File: config.mk
export PLATFORM = sky130hd
export DESIGN_NAME = gmii_rx_fcs_check
export DESIGN_NICKNAME = d
export VERILOG_FILES = /design/src/rtl/gmii_rx_fcs_check.sv
export SDC_FILE = /design/constraint.sdc
export NUM_CORES = 1
export LEC_CHECK = 0
export BUFFER_PORTS_ARGS = -buffer_cell sky130_fd_sc_hd__buf_4
export CORE_MARGIN = 2
export CORE_UTILIZATION = 59
export CTS_BUF_LIST = sky130_fd_sc_hd__clkbuf_16
export CTS_CLUSTER_SIZE = 14
export DETAILED_ROUTE_END_ITERATION = 8
export PLACE_DENSITY = 0.84
export RECOVER_POWER = 25
export SLEW_MARGIN = 5
export SYNTH_ARGS = -nofsm -noshare
export SYNTH_HDL_FRONTEND = slang
export SYNTH_SLANG_ARGS = --single-unit
File: constraint.sdc
create_clock -name clk -period 6 [get_ports clk]
set_input_delay 0.9 -clock clk [delete_from_list [all_inputs] [get_ports clk]]
set_output_delay 0.9 -clock clk [all_outputs]
set_load 0.1 [all_outputs]
File: src/rtl/gmii_rx_fcs_check.sv
// GMII rx frame checker: strips preamble/SFD, forwards DA..payload, checks FCS.
// Optional destination MAC filter enabled by defining RX_MAC_FILTER_EN.
module gmii_rx_fcs_check #(
  parameter int          MIN_LEN   = 64,
  parameter int          MAX_LEN   = 1518,
  parameter logic [47:0] BOARD_MAC = 48'h00_11_22_33_44_55
) (
  input  logic        clk,
  input  logic        rst,
  input  logic        gmii_rx_dv,
  input  logic [7:0]  gmii_rxd,
  output logic        frame_start,
  output logic        frame_valid,
  output logic [7:0]  frame_data,
  output logic        frame_done,
  output logic        frame_ok,
  output logic        crc_err,
  output logic        len_err,
  output logic [15:0] frame_len,
  output logic        mac_miss,
  output logic [15:0] good_cnt,
  output logic [15:0] bad_cnt
);

  localparam logic [15:0] MIN_L   = 16'(MIN_LEN);
  localparam logic [15:0] MAX_L   = 16'(MAX_LEN);
  localparam logic [31:0] CRC_RES = 32'hDEBB20E3;

  typedef enum logic [1:0] {
    IDLE,
    PREAMBLE,
    DATA,
    DROP
  } state_t;

  state_t      state;
  state_t      state_nx;
  logic        sfd_hit;
  logic        data_en;
  logic        end_frame;
  logic        pre_abort;
  logic        drop_exit;
  logic [31:0] crc_q;
  logic [15:0] byte_cnt;
  logic [31:0] dly_q;
  logic [2:0]  dly_cnt;
  logic        fwd_v;
  logic [7:0]  fwd_d;
  logic        crc_bad;
  logic        len_bad;
  logic        miss_now;
  logic        good_inc;
  logic        bad_inc;

  function automatic logic [31:0] crc_byte(
    input logic [31:0] c,
    input logic [7:0]  d
  );
    logic [31:0] r;
    r = c;
    for (int i = 0; i < 8; i++) begin
      if (r[0] ^ d[i]) r = (r >> 1) ^ 32'hEDB88320;
      else             r = r >> 1;
    end
    return r;
  endfunction

  // State register
  always_ff @(posedge clk or posedge rst) begin
    if (rst) state <= IDLE;
    else     state <= state_nx;
  end

  // Next state and per-cycle event strobes
  always_comb begin
    state_nx  = state;
    sfd_hit   = 1'b0;
    data_en   = 1'b0;
    end_frame = 1'b0;
    pre_abort = 1'b0;
    drop_exit = 1'b0;
    unique case (state)
      IDLE: begin
        if (gmii_rx_dv) begin
          if (gmii_rxd == 8'h55) state_nx = PREAMBLE;
          else                   state_nx = DROP;
        end
      end
      PREAMBLE: begin
        if (!gmii_rx_dv) begin
          state_nx  = IDLE;
          pre_abort = 1'b1;
        end else if (gmii_rxd == 8'hD5) begin
          state_nx = DATA;
          sfd_hit  = 1'b1;
        end else if (gmii_rxd != 8'h55) begin
          state_nx = DROP;
        end
      end
      DATA: begin
        if (gmii_rx_dv) begin
          data_en = 1'b1;
        end else begin
          state_nx  = IDLE;
          end_frame = 1'b1;
        end
      end
      DROP: begin
        if (!gmii_rx_dv) begin
          state_nx  = IDLE;
          drop_exit = 1'b1;
        end
      end
      default: state_nx = IDLE;
    endcase
  end

  // CRC, byte counter and the 4-byte FCS holdback line
  always_ff @(posedge clk or posedge rst) begin
    if (rst) begin
      crc_q       <= 32'hFFFFFFFF;
      byte_cnt    <= 16'd0;
      dly_q       <= 32'd0;
      dly_cnt     <= 3'd0;
      fwd_v       <= 1'b0;
      fwd_d       <= 8'd0;
      frame_start <= 1'b0;
    end else begin
      frame_start <= sfd_hit;
      fwd_v       <= 1'b0;
      if (sfd_hit) begin
        crc_q    <= 32'hFFFFFFFF;
        byte_cnt <= 16'd0;
        dly_cnt  <= 3'd0;
      end else if (data_en) begin
        crc_q <= crc_byte(crc_q, gmii_rxd);
        if (byte_cnt != 16'hFFFF) byte_cnt <= byte_cnt + 16'd1;
        dly_q <= {dly_q[23:0], gmii_rxd};
        if (dly_cnt == 3'd4) begin
          fwd_v <= 1'b1;
          fwd_d <= dly_q[31:24];
        end else begin
          dly_cnt <= dly_cnt + 3'd1;
        end
      end else if (end_frame) begin
        dly_cnt <= 3'd0;
      end
    end
  end

  assign crc_bad = (crc_q != CRC_RES);
  assign len_bad = (byte_cnt < MIN_L) || (byte_cnt > MAX_L);

`ifdef RX_MAC_FILTER_EN
  logic       mac_bd;
  logic       mac_bc;
  logic       bd_nx;
  logic       bc_nx;
  logic       chk;
  logic [7:0] mac_ref;

  // Expected DA byte for the current byte position
  always_comb begin
    mac_ref = 8'h00;
    case (byte_cnt[2:0])
      3'd0:    mac_ref = BOARD_MAC[47:40];
      3'd1:    mac_ref = BOARD_MAC[39:32];
      3'd2:    mac_ref = BOARD_MAC[31:24];
      3'd3:    mac_ref = BOARD_MAC[23:16];
      3'd4:    mac_ref = BOARD_MAC[15:8];
      3'd5:    mac_ref = BOARD_MAC[7:0];
      default: mac_ref = 8'h00;
    endcase
  end

  assign chk      = data_en && (byte_cnt < 16'd6);
  assign bd_nx    = mac_bd & (!chk | (gmii_rxd == mac_ref));
  assign bc_nx    = mac_bc & (!chk | (gmii_rxd == 8'hFF));
  assign miss_now = !(mac_bd | mac_bc);

  // Running DA match flags, re-armed at each SFD
  always_ff @(posedge clk or posedge rst) begin
    if (rst) begin
      mac_bd <= 1'b1;
      mac_bc <= 1'b1;
    end else if (sfd_hit) begin
      mac_bd <= 1'b1;
      mac_bc <= 1'b1;
    end else begin
      mac_bd <= bd_nx;
      mac_bc <= bc_nx;
    end
  end

  // Extra stage so byte 0 waits until DA byte 5 is judged
  always_ff @(posedge clk or posedge rst) begin
    if (rst) begin
      frame_valid <= 1'b0;
      frame_data  <= 8'd0;
    end else begin
      frame_valid <= fwd_v & (bd_nx | bc_nx);
      frame_data  <= fwd_d;
    end
  end

  // Filter verdict, held like the other status bits
  always_ff @(posedge clk or posedge rst) begin
    if (rst)            mac_miss <= 1'b0;
    else if (end_frame) mac_miss <= miss_now;
  end
`else
  assign miss_now    = 1'b0;
  assign frame_valid = fwd_v;
  assign frame_data  = fwd_d;
  // Constant 0; keeps BOARD_MAC referenced in the unfiltered build
  assign mac_miss    = 1'b0 & (|BOARD_MAC);
`endif

  // End-of-frame status, held until the next frame_done
  always_ff @(posedge clk or posedge rst) begin
    if (rst) begin
      frame_done <= 1'b0;
      frame_ok   <= 1'b0;
      crc_err    <= 1'b0;
      len_err    <= 1'b0;
      frame_len  <= 16'd0;
    end else begin
      frame_done <= end_frame;
      if (end_frame) begin
        frame_ok  <= !crc_bad && !len_bad && !miss_now;
        crc_err   <= crc_bad;
        len_err   <= len_bad;
        frame_len <= byte_cnt;
      end
    end
  end

  assign good_inc = end_frame && !miss_now && !crc_bad && !len_bad;
  assign bad_inc  = (end_frame && !miss_now && (crc_bad || len_bad))
                  || pre_abort || drop_exit;

  // Saturating good/bad frame counters
  always_ff @(posedge clk or posedge rst) begin
    if (rst) begin
      good_cnt <= 16'd0;
      bad_cnt  <= 16'd0;
    end else begin
      if (good_inc && good_cnt != 16'hFFFF) good_cnt <= good_cnt + 16'd1;
      if (bad_inc && bad_cnt != 16'hFFFF)   bad_cnt  <= bad_cnt + 16'd1;
    end
  end

endmodule

==> reports/summary.md <==
The flow ran to the end, but the final reports show violations. The final reports fail on DRC, capacitance limit, slew limit. The leakage power total is 0.00379 uW, and the final critical delay including setup and external delays is 3.78 ns.

The width of the die was 113 um. The clock insertion delay at the later pin of the skew report is 0.42 ns. The largest fanout on the critical path works out to 94. Setup repair after global routing left no endpoint under its margin.

For this run, the total global-route usage over all layers was measured as 25.6%. Number of inserted diodes: 0. The final clock skew was 0.00830 ns; the final count of negative-setup-slack endpoints was 0.

The number of iterations in the first detailed-routing pass came out at 8. The first global-routing pass estimated 25800 um of wire. In the post-synthesis netlist, the biggest area contributors are dfrtp_1 41%, dfstp_2 12%, xnor2_1 9.6%. Once the clock tree was built, the resizer swapped 0 gates to a different size. The detailed router placed 5119 vias in this run. The first routing iteration left 551 violations.

Area share of the leading cell type in the synthesized netlist: 41.2%. Of all cell types, the one taking the most synthesized area is dfrtp_1. The tools report the synthesized netlist net count as 673. The cell type of the slowest stage on the worst timing path was clkinvlp_2. In the final routed layout, each cell accounts on average for 17.7 um. Height of the die: 113 um.

In the final layout, the multi-input gates occupy 0.00310 mm2. The smallest setup slack after layout was 2.22 ns. For the pin with the worst max-slew slack, the measured transition is 4.12 ns. The logs give 0.00699 mm2 for the cell area after synthesis and 17 for the number of buffers created by CTS. The critical path's largest stage delay was 2.29 ns. The clock edge transition at the registers on the reported setup and hold paths was 0.06 ns. The kind of path behind the tightest hold check was reg -> reg. The tools report the post-route DRC violation count as 9.

The average instance in the mapped netlist occupies 10.6 um2. The logs give 5176 for the via count of the first global-routing pass and 0.00818 mm2 for the total non-filler cell area in the finished layout. The H-tree was split into 4 levels. The core region is 0.0115 mm2. Dividing the final minimum period by the clock period gives 62.9%. Final max-slew violation count: 95. The sequential share of the synthesized area came out at 53.2%.

Post-synthesis instance total: 657. For this run, the top clock speed supported by timing is 265 MHz. Once the floorplan was initialized, standard cells occupied 60.7% of the core. Summed over all layers, the routed wires come to 15500 um. The tree is rooted in a clkbuf_16. The tree built by TritonCTS fans out to 147 sinks. In this run, synthesis produced a sequential element count of 147. Yosys mapped the design onto 47 distinct sky130hd cell types. The type of element capturing the critical path was an asynchronous set/reset pin.

The layout has 756 filler cells. Measured on the finished design, the core utilization comes to 71.0%. Once detailed placement completed, the half-perimeter wirelength came to 10000 um. From synthesis to final layout, the design area changed by 16.9%.

Registers take 0.00372 mm2. Routability-driven placement finished with a final weighted congestion of 0.916. Prior to clock tree synthesis, the placed netlist has a worst setup slack of 2.27 ns. The fraction of layout cells with a size suffix above 1 works out to 24.4%. The tools report the largest buffer count on any clock path as 2.

The sort of element at the start of the critical path is an input port. Data on the critical path arrives at its endpoint at 4.26 ns. The predominant post-synthesis flop cell was dfrtp_1. The logs give 39 for the number of core rows and 0 for the count of hold-fix buffers inserted at cts. For this design the ratio of total power to cell area is 538 mW/mm2. The number of ports placed on the die boundary is 74.

STA puts the critical path data required time at 6.48 ns. The number of flops mapped to enable cells by yosys was 0. The tools report the floorplan die area as 0.0127 mm2. The detail route stage leaves a number of antenna-violating nets equal to 0. The count of warnings emitted by yosys was 0; the worst-case vdd ir drop was 0.278 mV.

The start-to-end type of the worst setup path is in -> async. The logs give 0 for the buffer count from post-CTS setup fixing and 1 for the max-capacitance violation count. Using the TritonRoute via totals, the vias-per-cell ratio works out to 5.86. For the number of antenna violations at the first check in global routing, the log shows 0. The net count reported at finish was 733; the leftover overflow at the end of global routing was 0.

The share of flip-flops with an asynchronous set or reset was 100%; the largest net degree at the start of global routing was 95. The max-slew headroom at the worst pin was -176%; the count of input and output buffers was 72. The critical path goes through clkbuf_4, clkinvlp_2, buf_4. TritonCTS built the clock tree. The placed instance area is 0.00759 mm2. The number of failing hold endpoints at the final stage came out at 0. After routing, the total negative slack on setup checks comes to 0 ns.
-- worst max-delay path: cells and delay by family --
family / cells / cell delay, ns
buffers and inverters: 3 / 3.25
-- layer usage --
layer  part of all wire, %  GRT usage [%]  vias up
li1                      -              -     2330
met1                    42           33.2     2578
met4                   2.3           9.84        0
met2                    50           42.5      177
met5                     0              0        -
met3                   5.0           5.78       34
-- final timing paths --
check | from | to | slack [ns] | cells after the start
min in group asynchronous | rst | good_cnt[9] | 1.73 | 2
hold / removal | dly_q[4] | dly_q[12] | 0.47 | 2
max in group clk | gmii_rxd[2] | dly_cnt[1] | 2.67 | 8
setup / recovery | rst | bad_cnt[3] | 2.22 | 3
hold reg to reg | dly_q[4] | dly_q[12] | 0.47 | 2
setup reg to reg | state[0] | byte_cnt[15] | 3.01 | 7
-- cells in the mapped netlist, types with 2 or more instances --
| library cell | count |
|---|---|
| xnor2_1 | 77 |
| buf_1 | 7 |
| xnor2_2 | 4 |
| inv_1 | 8 |
| a21oi_1 | 21 |
| and2_1 | 9 |
| clkbuf_1 | 21 |
| buf_6 | 2 |
| o21ai_0 | 9 |
| nand4_1 | 24 |
| xor2_1 | 33 |
| and4b_1 | 2 |
| buf_2 | 2 |
| nand4b_1 | 2 |
| mux2_2 | 26 |
| nor3_1 | 18 |
| and4_1 | 7 |
| o211ai_1 | 11 |
| nand3_1 | 17 |
| nor4b_1 | 4 |
| a211oi_1 | 2 |
| dfrtp_1 | 115 |
| and3_1 | 18 |
| nand2_1 | 132 |
| xor2_2 | 4 |
| nor2_1 | 26 |
| ha_1 | 5 |
| dfstp_2 | 32 |
-- cell type report --
class / count / share of cell area (%)
timing repair buffer: 74 / 6.75
inverter: 9 / 0.429
multi-input combinational: 468 / 37.9
clock inverter: 15 / 2.04
tap: 143 / 2.19
clock buffer: 17 / 5.20
sequential: 147 / 45.5
-- where the power goes --
part	leakage [uW]	total (uW)	switching (uW)	internal (uW)
logic	0.00165	1830	1100	738
clock network	0.000283	1060	408	648
registers	0.00186	1510	226	1290
-- sequential cells by signal, indices dropped and copies added (netlist names) --
signal       flops
byte_cnt        16
dly_cnt          3
frame_ok         1
frame_len       16
frame_start      1
frame_valid      1
crc_err          1
crc_q           32
frame_done       1
good_cnt        16
dly_q           32
len_err          1
state            2
bad_cnt         16
frame_data       8
-- cells by family after synthesis --
kind of cell | count (synthesis) | synth area share (%)
simple gates | 265 | 18.2
flops | 147 | 53.2
xor+xnor | 119 | 16.0
compound gates | 52 | 4.97
buf+inv | 42 | 2.56
mux | 26 | 4.19
fa+ha+maj | 5 | 0.895
other cells | 1 | 0.0536
-- per-stage QoR --
stage               cells  hold WS (ns)  total power, uW
floorplan             657         0.439             2950
global placement      841         0.448             3230
detailed placement    841         0.450             3320
CTS                   873         0.466             4400
global route          873         0.494             4610
finish                873         0.469             4400
-- layout by cell type (no fill, tap or decap), drive strengths merged, types with 12 or more instances in the layout --
master	n
a21oi	21
dfrtp	115
nand3	17
nand4	24
clkbuf	19
o211ai	12
mux2	26
xnor2	81
dfstp	32
nor2	26
nor3	18
and3	18
nand2	132
xor2	37
buf	72
Power figures use the tool's default switching activity.
